$ cat config.mk
export PLATFORM = sky130hd
export DESIGN_NAME = int_flag_ctrl
export DESIGN_NICKNAME = d
export VERILOG_FILES = /design/src/rtl/int_flag_ctrl.sv
export SDC_FILE = /design/constraint.sdc
export NUM_CORES = 1
export LEC_CHECK = 0
export BUFFER_PORTS_ARGS = -buffer_cell sky130_fd_sc_hd__buf_2
export CORE_MARGIN = 2
export CORE_UTILIZATION = 38
export CTS_BUF_LIST = sky130_fd_sc_hd__clkbuf_8
export DETAILED_ROUTE_END_ITERATION = 8
export PLACE_DENSITY = 0.82
export SLEW_MARGIN = 20
export SYNTH_ARGS = -nofsm -noshare
export SYNTH_HDL_FRONTEND = slang
export SYNTH_SLANG_ARGS = --single-unit
$ cat constraint.sdc
create_clock -name clock -period 1.6 [get_ports clock]
set_input_delay 0.16 -clock clock [delete_from_list [all_inputs] [get_ports clock]]
set_output_delay 0.16 -clock clock [all_outputs]
set_load 0.02 [all_outputs]
$ cat src/rtl/int_flag_ctrl.sv
`default_nettype none
// ============================================================================
// Module   : int_flag_ctrl
// Purpose  : IF (FF0F) interrupt flag register. Edge-detects peripheral
//            request levels into sticky flags, clears them on acknowledge or
//            CPU write, and reports pending / halt-wake status.
// Revision : 1.0  initial release
// ============================================================================
module int_flag_ctrl #(
  parameter logic [15:0] IF_ADDR  = 16'hFF0F,
  parameter logic [2:0]  PAD_BITS = 3'b111
) (
  input  logic        clock,
  input  logic        reset,
  input  logic [4:0]  src_req,
  input  logic [4:0]  int_ack,
  input  logic [4:0]  ie_mask,
  input  logic [15:0] A,
  input  logic [7:0]  Di,
  output logic [7:0]  Do,
  input  logic        wr_n,
  input  logic        rd_n,
  input  logic        cs,
  output logic [4:0]  int_req,
  output logic        pending,
  output logic        wake
);

  logic [4:0] flags_q, flags_d;
  logic [4:0] req_prev_q, req_prev_d;
  logic       wr_prev_n_q, wr_prev_n_d;
  logic [7:0] reg_out_q, reg_out_d;

  logic [4:0] rise;
  logic       wr_ev;
  logic       rd_ev;

  // IF bits 7:5 do not exist; write data there is discarded.
  logic unused_di;
  assign unused_di = ^Di[7:5];

  // Next-state: a fresh rise beats an ack, an ack beats write data; a held
  // write strobe is applied only on its first low cycle.
  always_comb begin
    rise        = src_req & ~req_prev_q;
    wr_ev       = cs && !wr_n && wr_prev_n_q && (A == IF_ADDR);
    rd_ev       = cs && !rd_n && !wr_ev && (A == IF_ADDR);
    flags_d     = ((wr_ev ? Di[4:0] : flags_q) & ~int_ack) | rise;
    req_prev_d  = src_req;
    wr_prev_n_d = wr_n;
    reg_out_d   = reg_out_q;
    if (rd_ev) begin
      reg_out_d = {PAD_BITS, flags_q};
    end
  end

  // State registers with asynchronous clear; pending flags are dropped.
  always_ff @(posedge clock or posedge reset) begin
    if (reset) begin
      flags_q     <= 5'h00;
      req_prev_q  <= 5'h00;
      wr_prev_n_q <= 1'b1;
      reg_out_q   <= 8'h00;
    end else begin
      flags_q     <= flags_d;
      req_prev_q  <= req_prev_d;
      wr_prev_n_q <= wr_prev_n_d;
      reg_out_q   <= reg_out_d;
    end
  end

  assign int_req = flags_q;
  assign pending = |flags_q;
  assign wake    = |(flags_q & ie_mask);
  assign Do      = cs ? reg_out_q : 8'hFF;

endmodule
`default_nettype wire

==> run summary, run 1 <==
The initial core utilization is 39.2%. The final reports fail on hold timing, setup timing. Dividing the final minimum period by the clock period gives 103%. The run gives -46.7 ps as the post-route worst setup slack. The power per standard cell area is 783 nW/um2.

Setup violations remaining at the end of the flow were counted as 5. STA classifies the critical path startpoint as a primary input. For the pin with the worst max-slew slack, the measured transition is 612 ps.

The layout overhead on the synthesized area was 43.8%; the buffer depth of the longest clock path was 2. The number of antenna violations at the first check in global routing is 0, and the total number of nets in the final design is 177. The final routed DRC violation total is 0, and the area share of fa/ha/maj cells after synthesis is 0%. The most frequent cell on the critical path is or4_4.

Critical path's slowest cell: or4_4. In this run the static leakage power is 0.622 nW. Entering global routing, the biggest net connects 18 pins.

On the final layout, the worst clock skew is 2.27 ps. The overall via count from detail_route is 775, and the post-synthesis simple-gate area fraction is 26.2%. At the worst endpoint, the required time is 1730 ps. The tools report the area of the mapped netlist as 842 um2. Setup repair after global routing could not meet its margin everywhere. The xor and xnor area share after synthesis is 0%, and the number of pins with negative max-slew slack in the final report is 0.

VDD sags by at most 0.000684 V. The cell count after synthesis came out at 74. The total area inside the core boundary comes to 2150 um2. Via count of the first global-routing pass: 826. The run finished, with violations left. The number of antenna repair diodes was 0. The max-slew headroom at the worst pin was 59.2%; the synthesized-area fraction occupied by ao, oa, aoi and oai cells was 10.3%.

The logs give 250 ps for the worst-skew pair later-pin latency and 188 for the filler cell count in the final layout. The total iterations of the first detailed-routing run was 4; the width of the chip was 51.1 um. After clock tree synthesis, the clock-pin slew on the worst setup and hold paths is 60 ps.

In the synthesized netlist, mux cells make up 8.92% of the area. The tools report the number of nets still failing antenna checks after routing as 0. Hold repair after CTS inserted 0 buffers. Static timing analysis puts the maximum clock frequency at 607 MHz.

The dominant combinational cell family by area after synthesis was simple AND/OR/NAND/NOR gates. The critical path is of the primary input to flop type. Library cell used as clock root buffer: clkbuf_8.

Of the synthesized area, sequential elements account for 50.7%. The die covers 2610 um2. Max-cap violations in this run came to 0. The overall power is 0.949 mW, and the final period demand of the worst path is 1650 ps.

The run gives 1 as the deepest level of the CTS H-tree. TritonCTS built the clock tree. Synthesis produced a netlist with a net count of 118. The average via count per standard cell works out to 4.84. The largest fanout on the critical path came out at 6.

For this run, the number of Yosys warnings is 0. The total overflow left after global routing is 0. Counting distinct cell types in the post-synthesis netlist gives 22. On the worst path, the slowest cell contributes a delay of 530 ps. The iteration-0 DRC count of the detailed router was 10; the final-layout worst hold slack was -22.7 ps.

The HPWL after detailed placement is 1610 um. The run gives 16 as the hold violation total from the final report. The register bit count reported by yosys works out to 17. The chip height is 51.1 um. During I/O placement, the number of pins put on the boundary was 59. The logs give 0.706 for the final weighted congestion of routability-driven global placement and 0 for the number of buffers inserted to repair setup after CTS. In this run the tool buffered the top-level ports with 55 buffer cells. Fraction of final layout cells with drive strength greater than 1: 53.0%. The floorplan has 17 rows. Kind of path behind the tightest hold check: primary input to asynchronous set/reset pin. The run gives 17 as the number of clock sinks. The number of buffers inserted during clock tree synthesis was 3; the wire length per cell was 12.9 um. The first global-routing pass estimated 3640 um of wire. Each instance of the synthesized netlist takes up on average 11.4 um2.

Walking the worst path, the cells encountered are buf_6, nand4bb_1, or4_4, or4_4, mux2_4. Global routing used 18.5% of the available tracks across all layers. At the worst endpoint, the arrival time is 1780 ps. The endpoint kind of the worst setup timing path was a flop. The total detailed-routing wirelength is 2070 um.
cells in the mapped netlist:
cell       instances  area share, %
a222oi_1           1            1.2
dfstp_2            1            3.1
or2b_1             1           0.89
nor2b_1            6            4.5
nand4b_1           2            2.1
a22oi_1            1           0.89
inv_1              1           0.45
o21ai_0            5            3.0
nor2_1             1           0.45
mux2_4             5            8.9
nand3_1            1           0.59
nor3_1             1           0.59
nand4_1            1           0.74
buf_4              2            1.8
dfrtp_1           16             48
nand2_1            3            1.3
nand4bb_1          1            1.3
or4_1              2            1.8
o311ai_0           5            5.2
clkbuf_1           1           0.45
nand2b_1          16             12
buf_6              1            1.3
worst paths after layout:
| path | start | endpoint | slack, ps | cells past startpoint |
|---|---|---|---|---|
| max | A[4] | reg_out_q[1] | -50 | 5 |
| min | reset | reg_out_q[5] | -20 | 2 |
| max reg2reg | wr_prev_n_q | reg_out_q[1] | 80 | 3 |
| min reg2reg | reg_out_q[5] | reg_out_q[5] | 490 | 1 |
| max in group asynchronous | reset | int_req[4] | 1230 | 2 |
| min in group clock | wr_n | wr_prev_n_q | 20 | 1 |
cell type report:
type / count / area [um2] / share of cell area [%]
flip-flops and latches: 17 / 427 / 35.2
multi-input cells: 52 / 389 / 32.1
repair buffers: 58 / 310 / 25.6
clock buffers: 3 / 41.3 / 3.41
well taps: 28 / 35.0 / 2.89
clock inverters: 1 / 5.00 / 0.413
inverters: 1 / 3.75 / 0.310
power by group:
group	switching (mW)	internal, mW	leakage (nW)	total (mW)
logic	0.0886	0.0845	0.384	0.173
clock network	0.136	0.172	0.0255	0.308
registers	0.0178	0.450	0.213	0.468
total	0.242	0.707	0.622	0.949
flip-flops by register name, summed over array words and instances (netlist names):
register and cells:
int_req 5, reg_out_q 6, req_prev_q 5, wr_prev_n_q 1
cells by family after synthesis:
group / count (synthesis)
compound gates: 12
mux: 5
simple gates: 35
flops: 17
buf+inv: 5
per-layer routing:
layer	up-vias	share of wire, %	GRT usage [%]
li1	380	-	-
met5	-	0	0
met4	0	1.4	7.21
met1	358	40	21.1
met3	4	7.4	4.39
met2	33	52	33.1
per-stage QoR:
step                cell area [um2]  std cells  setup TNS [ps]  setup WS [ps]  util (%)
global route                   1210        160            -395          -84.5      56.4
detailed placement             1150        157           -2040           -370      53.6
floorplan                       842         74           -1040           -208         -
CTS                            1220        161            -319          -71.2      56.7
global placement               1150        157           -1820           -338      53.6
finish                         1210        160            -201          -46.7      56.4
worst max-delay path: cells and delay by family:
family                 cells  cell delay [ps]
muxes                      1              330
and+or+nand+nor            3             1210
buffers and inverters      1               80
cell usage in the layout (no fill, tap or decap), types with 2 or more instances in the layout:
cell type	count
nand2b_1	16
nor2b_1	6
dfrtp_1	16
nand4b_1	2
buf_6	2
buf_2	53
buf_4	3
or4_4	2
o311ai_0	5
o21ai_0	5
nand2_1	3
clkbuf_8	3
mux2_4	5
what timing repair did:
action,in CTS,in global routing
hold endpoints to repair,0,0
setup endpoints to repair,5,5
gates resized for setup,4,1
pin swaps,1,0
Note: power is estimated with default switching activity, not from simulation.
==> run 2: changes to the inputs <==
--- a/config.mk
+++ b/config.mk
@@ -8,9 +8,10 @@
 export BUFFER_PORTS_ARGS = -buffer_cell sky130_fd_sc_hd__buf_2
 export CORE_MARGIN = 2
 export CORE_UTILIZATION = 38
-export CTS_BUF_LIST = sky130_fd_sc_hd__clkbuf_8
+export CTS_BUF_LIST = sky130_fd_sc_hd__clkbuf_2
 export DETAILED_ROUTE_END_ITERATION = 8
 export PLACE_DENSITY = 0.82
+export RECOVER_POWER = 25
 export SLEW_MARGIN = 20
 export SYNTH_ARGS = -nofsm -noshare
 export SYNTH_HDL_FRONTEND = slang
==> run 2 against run 1 <==
The run ends with setup timing left. Global-route usage is 0.64 points higher. Die area stayed put. Final area is 3.2% higher. Critical endpoint is now reg_out_q[4]. Register-to-register slack worse by 20 ps. Highest routed layer unchanged. Combinational power rose by 6%.
==> run summary, run 2 (synthesis results as in run 1) <==
The type of element launching the critical path is a primary input. Among the stages of the critical path, the cell type that occurs most often is or4_4. The run gives 0 (-16) as the hold violation total from the final report. The critical path in this run is classified as primary input to flop. The logs give 0 (unchanged) for the number of antenna repair diodes and 0.839 mW (-12%) for the overall power. The final weighted congestion of routability-driven global placement came out at 0.706 (unchanged). The run gives -0.496 ps (+201 ps) as the total negative slack. The filler cell count in the final layout is 188 (unchanged).

The number of buffer and inverter instances along the worst setup path was 1 (unchanged); the buffer depth of the longest clock path was 2 (unchanged). Critical path's slowest cell: or4_4. The slew at the pin with the worst max-slew slack came out at 611 ps (-0.757 ps). The fmax was 625 MHz (+2.9%); the wire length of the first global-routing pass was 3720 um (+2.3%). The total core area came out at 2150 um2 (unchanged).

The library cell used as clock root buffer is clkbuf_2. The number of placed I/O pins is 59 (unchanged), and the average via count per standard cell is 4.81 (-0.73%). For the overall fraction of global-route tracks in use, the log shows 19.2% (+0.64 points). The most common cell after layout, fill and taps aside is buf_2.

Largest fanout on the critical path: 6 (unchanged). The power per standard cell area was 671 nW/um2 (-14%). The final routed DRC violation total came out at 0 (unchanged). TritonCTS built the clock tree. The flip-flop count of the largest register, all copies and words added came out at 6 (unchanged). The area growth from synthesis to layout is 48.4%. The width of the chip is 51.1 um (unchanged).

For the non-filler instance count after layout, the log shows 167 (+4.4%). For the number of pins with negative max-slew slack in the final report, the log shows 0 (unchanged). The via count of the first global-routing pass was 858 (+3.9%); the chip height was 51.1 um (unchanged). The tools report the worst-skew pair later-pin latency as 290 ps (+40 ps). The tools report the overall via count from detail_route as 803 (+3.6%).

The core utilization of the finished layout came out at 58.2% (+1.8 points). The required time at the endpoint of the critical path was 1790 ps (+60 ps); the wire length per cell was 13.1 um (+1.7%). The count of input and output buffers was 55 (unchanged). The tools report the deepest level of the CTS H-tree as 1 (unchanged). The logs give 184 (+4.0%) for the total number of nets in the final design and 18 (unchanged) for the pin count of the biggest net entering global routing. The initial core utilization was 39.2% (unchanged). The checks that failed: setup timing. The die area was 2610 um2 (unchanged); the detailed-placement wirelength estimate was 1610 um (unchanged).

The tools report the total detailed-routing wirelength as 2190 um (+6.2%). The number of antenna violations at the first check in global routing came out at 0 (unchanged). The kind of path behind the tightest hold check is primary input to flop. Total iterations of the first detailed-routing run: 4 (unchanged).

The period utilization is 100% (-2.9 points), and the CTS clock-pin slew for the worst setup and hold paths is 160 ps (+100 ps). The number of placement rows came out at 17 (unchanged). The kind of cell with the highest combined delay along the critical path is simple AND/OR/NAND/NOR gates. The number of instances in the placed design is 157 (unchanged), and the max-slew headroom at the worst pin is 59.2% (about the same). The critical path goes through buf_6, nand4bb_1, or4_4, or4_4, mux2_4. The library cells used most frequently in the layout, excluding fill and tap cells, are 48 x buf_2, 16 x nand2b_1, 15 x dfrtp_1.

The post-route worst setup slack was -0.496 ps (+46.2 ps); the number of clock sinks was 17 (unchanged). Fraction of final layout cells with drive strength greater than 1: 47.5% (-5.5 points). Critical path arrival: 1790 ps (about the same). The total of max-cap violations was 0 (unchanged); the cell area after layout was 1250 um2 (+3.2%). More flip-flops sit in one register than any other, and that register is reg_out_q. The standby leakage power was 0.628 nW (+0.84%); the standard cell area after detailed placement was 1150 um2 (unchanged). The largest voltage drop on the vdd net was 0.000578 V (-16%); the number of buffers inserted to repair setup after CTS was 0 (unchanged).

Number of nets still failing antenna checks after routing: 0 (unchanged). Worst setup skew after layout: 2.76 ps (+0.489 ps). The iteration-0 DRC count of the detailed router is 8 (-2), and the total setup violations reported at the end of the flow is 1 (-4). Sum of overflow across all layers after global routing: 0 (unchanged).

The run gives 3 (unchanged) as the number of buffers inserted during clock tree synthesis. Endpoint kind of the worst setup timing path: a flop. The run finished, with violations left. The final period demand of the worst path works out to 1600 ps (-46.2 ps). The critical path's largest stage delay works out to 520 ps (about the same).
-- run 2: cell types whose count changed in the layout (fill, tap and decap cells not counted) --
cell,change
buf_2,-5
clkbuf_1,+5
clkbuf_2,+3
clkbuf_8,-3
dfrtp_1,-1
dfrtp_2,+1
dlygate4sd3_1,+7
-- run 2: worst reg2reg max path, stage by stage, from the launching register on --
cell,delay [ps]
dfstp_2,390
nor2b_1,130
or4_4,590
mux2_4,340
-- run 2: layer usage --
layer	track usage (%)	share of wire (%)
met4	7.66	1.1
met5	0	0
met2	34.2	51
met3	5.85	7.7
met1	21.0	40
-- run 2: timing repair --
action	4_1_cts	5_1_grt
pin swaps	1	0
endpoints found under the setup margin	5	6
hold endpoints to repair	22	0
hold buffers	7	0
resized for setup	4	2
-- run 2: path summary, 6_finish.rpt --
check,from,endpoint,slack [ps],depth (start not counted)
max in group asynchronous,reset,int_req[4],720,3
min in group asynchronous,reset,int_req[2],460,3
setup reg to reg,wr_prev_n_q,reg_out_q[4],60,3
hold reg to reg,reg_out_q[5],reg_out_q[5],520,1
setup / recovery,A[4],reg_out_q[4],-0.5,5
hold / removal,Di[3],int_req[3],150,3
-- run 2: metrics by stage --
stage / hold slack (ps) / setup slack (ps)
after detailed placement: 264 / -370
final: 147 / -0.496
after global placement: 255 / -338
after floorplan: 85.3 / -208
after global routing: 163 / -8.51
after CTS: 134 / -2.12
-- run 2: cell type report --
type | instances | area (um2) | share of cell area, %
flip-flops and latches | 17 | 428 | 34.2
multi-input cells | 52 | 389 | 31.1
repair buffers | 65 | 374 | 29.9
well taps | 28 | 35.0 | 2.80
clock buffers | 3 | 15.0 | 1.20
clock inverters | 1 | 5.00 | 0.400
inverters | 1 | 3.75 | 0.300
-- run 2: report_power, final --
group          internal, mW  leakage [nW]  switching (mW)
clock network        0.0566        0.0164           0.129
registers             0.450         0.212          0.0189
logic                0.0939         0.399          0.0905
total                 0.600         0.628           0.238
